**src/rtl/fix_stream_arbiter.sv**
```systemverilog
// fix_stream_arbiter: shares one fix_parser byte port between N_SRC FIX
// streams, one full message per grant, with checksum check and stall abort.
module fix_stream_arbiter #(
  parameter int N_SRC   = 4,
  parameter int TIMEOUT = 255
) (
  input  logic                       clk,
  input  logic                       rst,
  input  logic [N_SRC-1:0]           src_valid_i,
  input  logic [8*N_SRC-1:0]         src_data_i,
  output logic [N_SRC-1:0]           src_ready_o,
  output logic [7:0]                 par_data_o,
  output logic                       par_valid_o,
  output logic                       par_sof_o,
  output logic                       par_eof_o,
  output logic [$clog2(N_SRC)-1:0]   par_src_o,
  output logic                       msg_done_o,
  output logic                       msg_chk_ok_o,
  output logic                       msg_abort_o,
  output logic                       busy_o
);

  localparam int SW = $clog2(N_SRC);
  localparam int IW = $clog2(TIMEOUT + 1);

  typedef enum logic {IDLE, FWD} state_t;
  typedef enum logic [1:0] {M_SCAN, M_1, M_10, M_CHK} mst_t;

  state_t        state;
  mst_t          mst;
  mst_t          mst_nxt;
  logic [SW-1:0] grant;
  logic [SW-1:0] rr_ptr;
  logic [SW-1:0] pick;
  logic [SW-1:0] idx;
  logic          found;
  logic          first;
  logic          tag_start;
  logic [7:0]    sum;
  logic [7:0]    chk_base;
  logic [9:0]    val;
  logic [9:0]    val_sat;
  logic [13:0]   val_mul;
  logic [2:0]    cnt;
  logic          bad;
  logic [IW-1:0] idle_cnt;

  logic [7:0]    cur_byte;
  logic          accept;
  logic          is_soh;
  logic          is_digit;
  logic          eom;
  logic          timeout_hit;

  assign cur_byte    = src_data_i[{grant, 3'b000} +: 8];
  assign accept      = (state == FWD) && src_valid_i[grant];
  assign is_soh      = (cur_byte == 8'h01);
  assign is_digit    = (cur_byte >= 8'h30) && (cur_byte <= 8'h39);
  assign eom         = accept && is_soh && (mst == M_CHK);
  assign timeout_hit = (state == FWD) && !accept
                       && (idle_cnt == IW'(TIMEOUT - 1));
  assign busy_o      = (state == FWD);

  // ASCII digits carry their value in the low nibble
  assign val_mul = {4'b0000, val} * 14'd10 + {10'b0, cur_byte[3:0]};
  assign val_sat = (val_mul > 14'd1023) ? 10'h3FF : val_mul[9:0];

  always_comb begin
    src_ready_o = '0;
    if (state == FWD) src_ready_o[grant] = 1'b1;
  end

  always_comb begin
    found = 1'b0;
    pick  = '0;
    idx   = '0;
    for (int i = 1; i <= N_SRC; i++) begin
      idx = SW'((int'(rr_ptr) + i) % N_SRC);
      if (!found && src_valid_i[idx]) begin
        found = 1'b1;
        pick  = idx;
      end
    end
  end

  // "10=" only counts when its '1' opens a field
  always_comb begin
    mst_nxt = M_SCAN;
    unique case (1'b1)
      tag_start && (cur_byte == 8'h31):  mst_nxt = M_1;
      (mst == M_1) && (cur_byte == 8'h30): mst_nxt = M_10;
      (mst == M_10) && (cur_byte == 8'h3D): mst_nxt = M_CHK;
      default: mst_nxt = M_SCAN;
    endcase
  end

  always_ff @(posedge clk or negedge rst) begin
    if (!rst) begin
      state        <= IDLE;
      mst          <= M_SCAN;
      grant        <= '0;
      rr_ptr       <= SW'(N_SRC - 1);
      first        <= 1'b0;
      tag_start    <= 1'b0;
      sum          <= '0;
      chk_base     <= '0;
      val          <= '0;
      cnt          <= '0;
      bad          <= 1'b0;
      idle_cnt     <= '0;
      par_data_o   <= '0;
      par_valid_o  <= 1'b0;
      par_sof_o    <= 1'b0;
      par_eof_o    <= 1'b0;
      par_src_o    <= '0;
      msg_done_o   <= 1'b0;
      msg_chk_ok_o <= 1'b0;
      msg_abort_o  <= 1'b0;
    end else begin
      par_valid_o  <= accept;
      par_data_o   <= accept ? cur_byte : 8'h00;
      par_sof_o    <= accept && first;
      par_eof_o    <= eom;
      msg_done_o   <= eom;
      msg_chk_ok_o <= eom && (cnt == 3'd3) && !bad
                      && (val == {2'b00, chk_base});
      msg_abort_o  <= timeout_hit;
      unique case (state)
        IDLE: begin
          if (found) begin
            state     <= FWD;
            grant     <= pick;
            rr_ptr    <= pick;
            par_src_o <= pick;
            first     <= 1'b1;
            tag_start <= 1'b1;
            mst       <= M_SCAN;
            sum       <= '0;
            val       <= '0;
            cnt       <= '0;
            bad       <= 1'b0;
            idle_cnt  <= '0;
          end
        end
        FWD: begin
          if (accept) begin
            first    <= 1'b0;
            idle_cnt <= '0;
            sum      <= sum + cur_byte;
            if (is_soh) begin
              chk_base  <= sum + 8'h01;
              tag_start <= 1'b1;
              mst       <= M_SCAN;
              if (mst == M_CHK) state <= IDLE;
            end else if (mst == M_CHK) begin
              if (is_digit) begin
                val <= val_sat;
                if (cnt != 3'd4) cnt <= cnt + 3'd1;
              end else begin
                bad <= 1'b1;
              end
            end else begin
              tag_start <= 1'b0;
              mst       <= mst_nxt;
            end
          end else if (timeout_hit) begin
            state <= IDLE;
          end else begin
            idle_cnt <= idle_cnt + IW'(1);
          end
        end
      endcase
    end
  end

endmodule
```
**config.mk**
```make
export PLATFORM = sky130hd
export DESIGN_NAME = fix_stream_arbiter
export DESIGN_NICKNAME = d
export VERILOG_FILES = /design/src/rtl/fix_stream_arbiter.sv
export SDC_FILE = /design/constraint.sdc
export NUM_CORES = 1
export LEC_CHECK = 0
export CORE_ASPECT_RATIO = 0.9
export CORE_UTILIZATION = 45
export CTS_CLUSTER_SIZE = 14
export DETAILED_ROUTE_END_ITERATION = 12
export GPL_TIMING_DRIVEN = 0
export PLACE_DENSITY = 0.72
export SLEW_MARGIN = 20
export SYNTH_ARGS = -nofsm -noshare
export SYNTH_HDL_FRONTEND = slang
export SYNTH_SLANG_ARGS = --single-unit
```
**constraint.sdc**
```tcl
create_clock -name clk -period 3.2 [get_ports clk]
set_input_delay 0.64 -clock clk [delete_from_list [all_inputs] [get_ports clk]]
set_output_delay 0.64 -clock clk [all_outputs]
set_load 0.05 [all_outputs]
```
==> metrics.md, run 1 <==
| Metric | Value |
|---|---|
| Final-stage net count | `581` |
| CP Launch Type | `flip-flop` |
| Wire per inst | `~17 microns` |
| R2r startpoint | `val[3]` |
| Clock slew at reported path FFs | `~70 ps` |
| Leakage power total | `~0.0026 uW` |
| Outcome | `complete, but fails checks` |
| # port buffers | `57` |
| Worst vdd ir | `~0.55 mV` |
| Max-cap violation count | `0` |
| First-pass detailed-route iteration total | `4` |
| Placed Cells incl. Taps | `~570` |
| CTS tree | `done` |
| CTS Buffer Depth | `2` |
| Critical path peak fanout | `8` |
| Via density | `between 5 and 6` |
| Reg2reg path depth | `12` |
| Commonest non-fill, non-tap cell in the layout | `dfrtp_1` |
| Worst skew pair latency | `roughly 340 ps` |
| Number of global-route vias before repair | `3600` |
| Yosys reg bits | `60` |
| Via count | `3517` |
| Internal Power | `~2400 uW` |
| FF-to-FF End | `val[0]` |
| Distinct cells, synth | `just under 50` |
| Placed wire-length estimate | `between 7000 and 8000 microns` |
| Power density cells | `approximately 740 nW/um^2` |
| Fin crit period | `around 3200 ps` |
| Synth Area per Inst | `9.769 sq um` |
| Max Clk Rate | `~310 MHz` |
| CP arrival | `3430 ps` |
| Sequential share of power | `between 20% and 30%` |
| Overflow left after global routing | `0` |
| Worst R2R Setup Slack | `-2 ps` |
| Chip Width | `~100 microns` |
| Max-slew violation count | `0` |
| Tot Pwr | `around 4100 uW` |
| DIE HEIGHT | `between 90 and 100 microns` |
| # setup viols final | `1` |
| Clock sinks | `60` |
| Final WL | `roughly 10000 microns` |
| Largest net degree at the start of global routing | `33` |
| Slew HR | `45.85%` |
| Worst setup EP type | `flip-flop` |
| Hold/Removal Path Class | `in -> async` |
| Initial core utilization | `between 40% and 50%` |
| Area Growth Syn to Fin | `41.55%` |
| Register area | `approximately 1500 sq um` |
| Power share of the clock group | `between 15 and 20%` |
| Total GRT Usage | `a little under a quarter` |
| Failing checks | `negative setup slack` |
| Hold Fails Final Rpt | `0` |
| Share of post-route cells with drive strength above 1 | `between 20% and 30%` |
| RSZ-0062 raised after global routing | `true` |
| Clock tree root driver cell | `clkbuf_8` |
| Post-place setup slack | `-890.6 ps` |
| H-tree depth | `3` |
| Gate Count Post-Synth | `401` |
| Final setup margin | `-2.126 ps` |
| DRC viols | `0` |
| Routability congestion estimate | `0.8647` |
| Most frequent cells in the layout | `52 x dfrtp_1, 44 x clkdlybuf4s50_1, 40 x buf_4` |
| Multi-input logic area | `around 2600 sq um` |
| NetSw | `1737 uW` |
| Comb pwr share | `between 50% and 60%` |
| ANT nets after route | `0` |
| Least-Margin Pin Slew | `between 800 and 900 ps` |
| Worst path required time | `3430 ps` |
| Synth warn | `0` |
| # diodes | `0` |
| Total core area | `about 8200 sq um` |
| Filler Cell Count | `640` |
| Sw frac | `42.22%` |
| Syn Nets | `approximately 470` |
| First-pass GRT wire length | `approximately 17000 microns` |
| IO Pins | `just under 60` |
| Post-CTS Hold Buffers | `0` |
| Sequential fraction of the synthesis area | `between 30% and 40%` |
| DR iter-0 viols | `152` |
| Mapped Area | `slightly below 4000 sq um` |
| Initial antenna violation count | `0` |
| Final Skew | `7.923 ps` |
| Fin util | `67.44%` |
| Fin crit share | `100.1%` |
| Critical path type | `reg -> reg` |
| Inserted Clock Buffers | `9` |
| Post-Layout Cell Count | `around 630` |
| Die area | `9083 sq um` |
| Cell Rows | `31` |
==> flip-flops by register name, summed over array words and instances (netlist names), 3 cells and up <==
register and flops:
chk_base 8, cnt 3, idle_cnt 8, par_data_o 8, sum 8, val 10
==> worst max-delay path by stage <==
stage	depth (start not counted)	endpoint	startpoint
6_report	12	val[0]	val[3]
5_1_grt	12	val[0]	val[3]
4_1_cts	12	val[6]	val[1]
3_5_place_dp	11	val[9]	src_data_i[1]
3_3_place_gp	10	val[4]	src_data_i[27]
2_1_floorplan	11	val[0]	grant[0]
==> layout make-up <==
type / count / share of cell area, %
Buffer: 11 / 1.128
Clock buffer: 12 / 2.798
Clock inverter: 4 / 0.8574
Inverter: 20 / 1.354
Multi-Input combinational cell: 308 / 47.32
Sequential cell: 60 / 27.26
Tap cell: 115 / 2.595
Timing Repair Buffer: 98 / 16.70
==> power by group through the flow <==
stage	clock network, uW	registers (uW)	logic (uW)
CTS	713	1180	2130
global placement	0	1170	1970
finish	704	1190	2230
floorplan	0	1390	1240
detailed placement	0	1180	2030
global route	749	1220	2420
==> routing by layer <==
| layer | GRT usage (%) | vias to the layer above | routed length (microns) |
|---|---|---|---|
| met1 | 30.80 | 1730 | 4527 |
| met4 | 6.522 | 0 | 145 |
| li1 | - | 1660 | - |
| met3 | 5.805 | 19 | 638 |
| met2 | 39.04 | 108 | 5080 |
| met5 | 0 | - | 0 |
==> worst max-delay path, stage by stage, from the launching register on <==
cell and delay, ps:
dfrtp_1 440, ha_4 300, ha_4 130, inv_2 40
fa_2 350, buf_4 160, xor2_4 180, nor3_4 210
nand3_2 100, or4_4 500, a2111oi_4 400, buf_6 210
a21oi_2 60
==> repair_timing <==
item	4_1_cts	5_1_grt
endpoints found under the setup margin	11	19
hold endpoints to repair	0	0
pin swaps	9	26
setup buffers	22	18
resized for setup	20	55
==> kinds of logic (layout without fill, tap and decap cells) <==
| family | Yosys count | in the layout | share of synthesized area [%] |
|---|---|---|---|
| and+or+nand+nor | 125 | 125 | 16.64 |
| AOI/OAI and AO/OA | 102 | 102 | 16.23 |
| DFF | 60 | 60 | 38.39 |
| xor gates and xnor gates | 36 | 36 | 8.048 |
| adders and majority gates | 35 | 35 | 11.75 |
| buffers and inverters | 33 | 145 | 3.481 |
| muxes | 10 | 10 | 5.461 |
==> per-stage QoR <==
stage / setup TNS [ps] / cell area [sq um] / hold slack [ps]
2_1_floorplan: -2539 / 3984 / 344.4
3_3_place_gp: -36640 / 4698 / 467.0
3_5_place_dp: -10760 / 4716 / 466.7
4_1_cts: 0 / 5160 / 234.7
5_1_grt: -938.9 / 5545 / 248.1
6_report: -2.126 / 5545 / 232.7
==> synthesized netlist by cell type (all sizes together) <==
library cell | instances | area share [%]
xor2 | 24 | 5.4
buf | 3 | 0.61
mux4 | 9 | 5.2
a211oi | 1 | 0.19
nor3b | 3 | 0.57
a2111oi | 2 | 0.93
o21ai | 31 | 4.0
a311oi | 1 | 0.38
nor3 | 11 | 1.4
nor2 | 23 | 2.2
or4b | 1 | 0.26
a32o | 1 | 0.26
inv | 20 | 1.9
nand2 | 33 | 3.2
fa | 3 | 1.5
nand2b | 5 | 0.80
a21oi | 36 | 4.6
dfrtp | 58 | 37
o31ai | 4 | 0.77
xnor2 | 12 | 2.7
o21bai | 6 | 1.1
ha | 32 | 10
o2111ai | 2 | 0.45
nand4 | 8 | 1.3
a22o | 3 | 0.67
nand3 | 11 | 1.4
nor4b | 2 | 0.83
and2b | 1 | 0.19
nand4bb | 1 | 0.29
a21o | 8 | 1.5
nor4 | 3 | 0.48
or4 | 2 | 0.38
mux2 | 1 | 0.29
o21a | 3 | 0.57
nor2b | 3 | 0.48
nand3b | 1 | 0.19
a31oi | 2 | 0.32
or3 | 4 | 0.64
and3 | 11 | 1.8
o2bb2ai | 1 | 0.22
o221ai | 1 | 0.22
or2 | 2 | 0.32
dfstp | 2 | 1.3
clkbuf | 10 | 0.96
No activity file was read; power rests on OpenSTA's default activity.
==> inputs of run 2 (changes only) <==
- HOLD_SLACK_MARGIN: not set -> 0.15
==> results of run 2 <==
The final DEF is identical to that of run 1; final timing and power are the same.
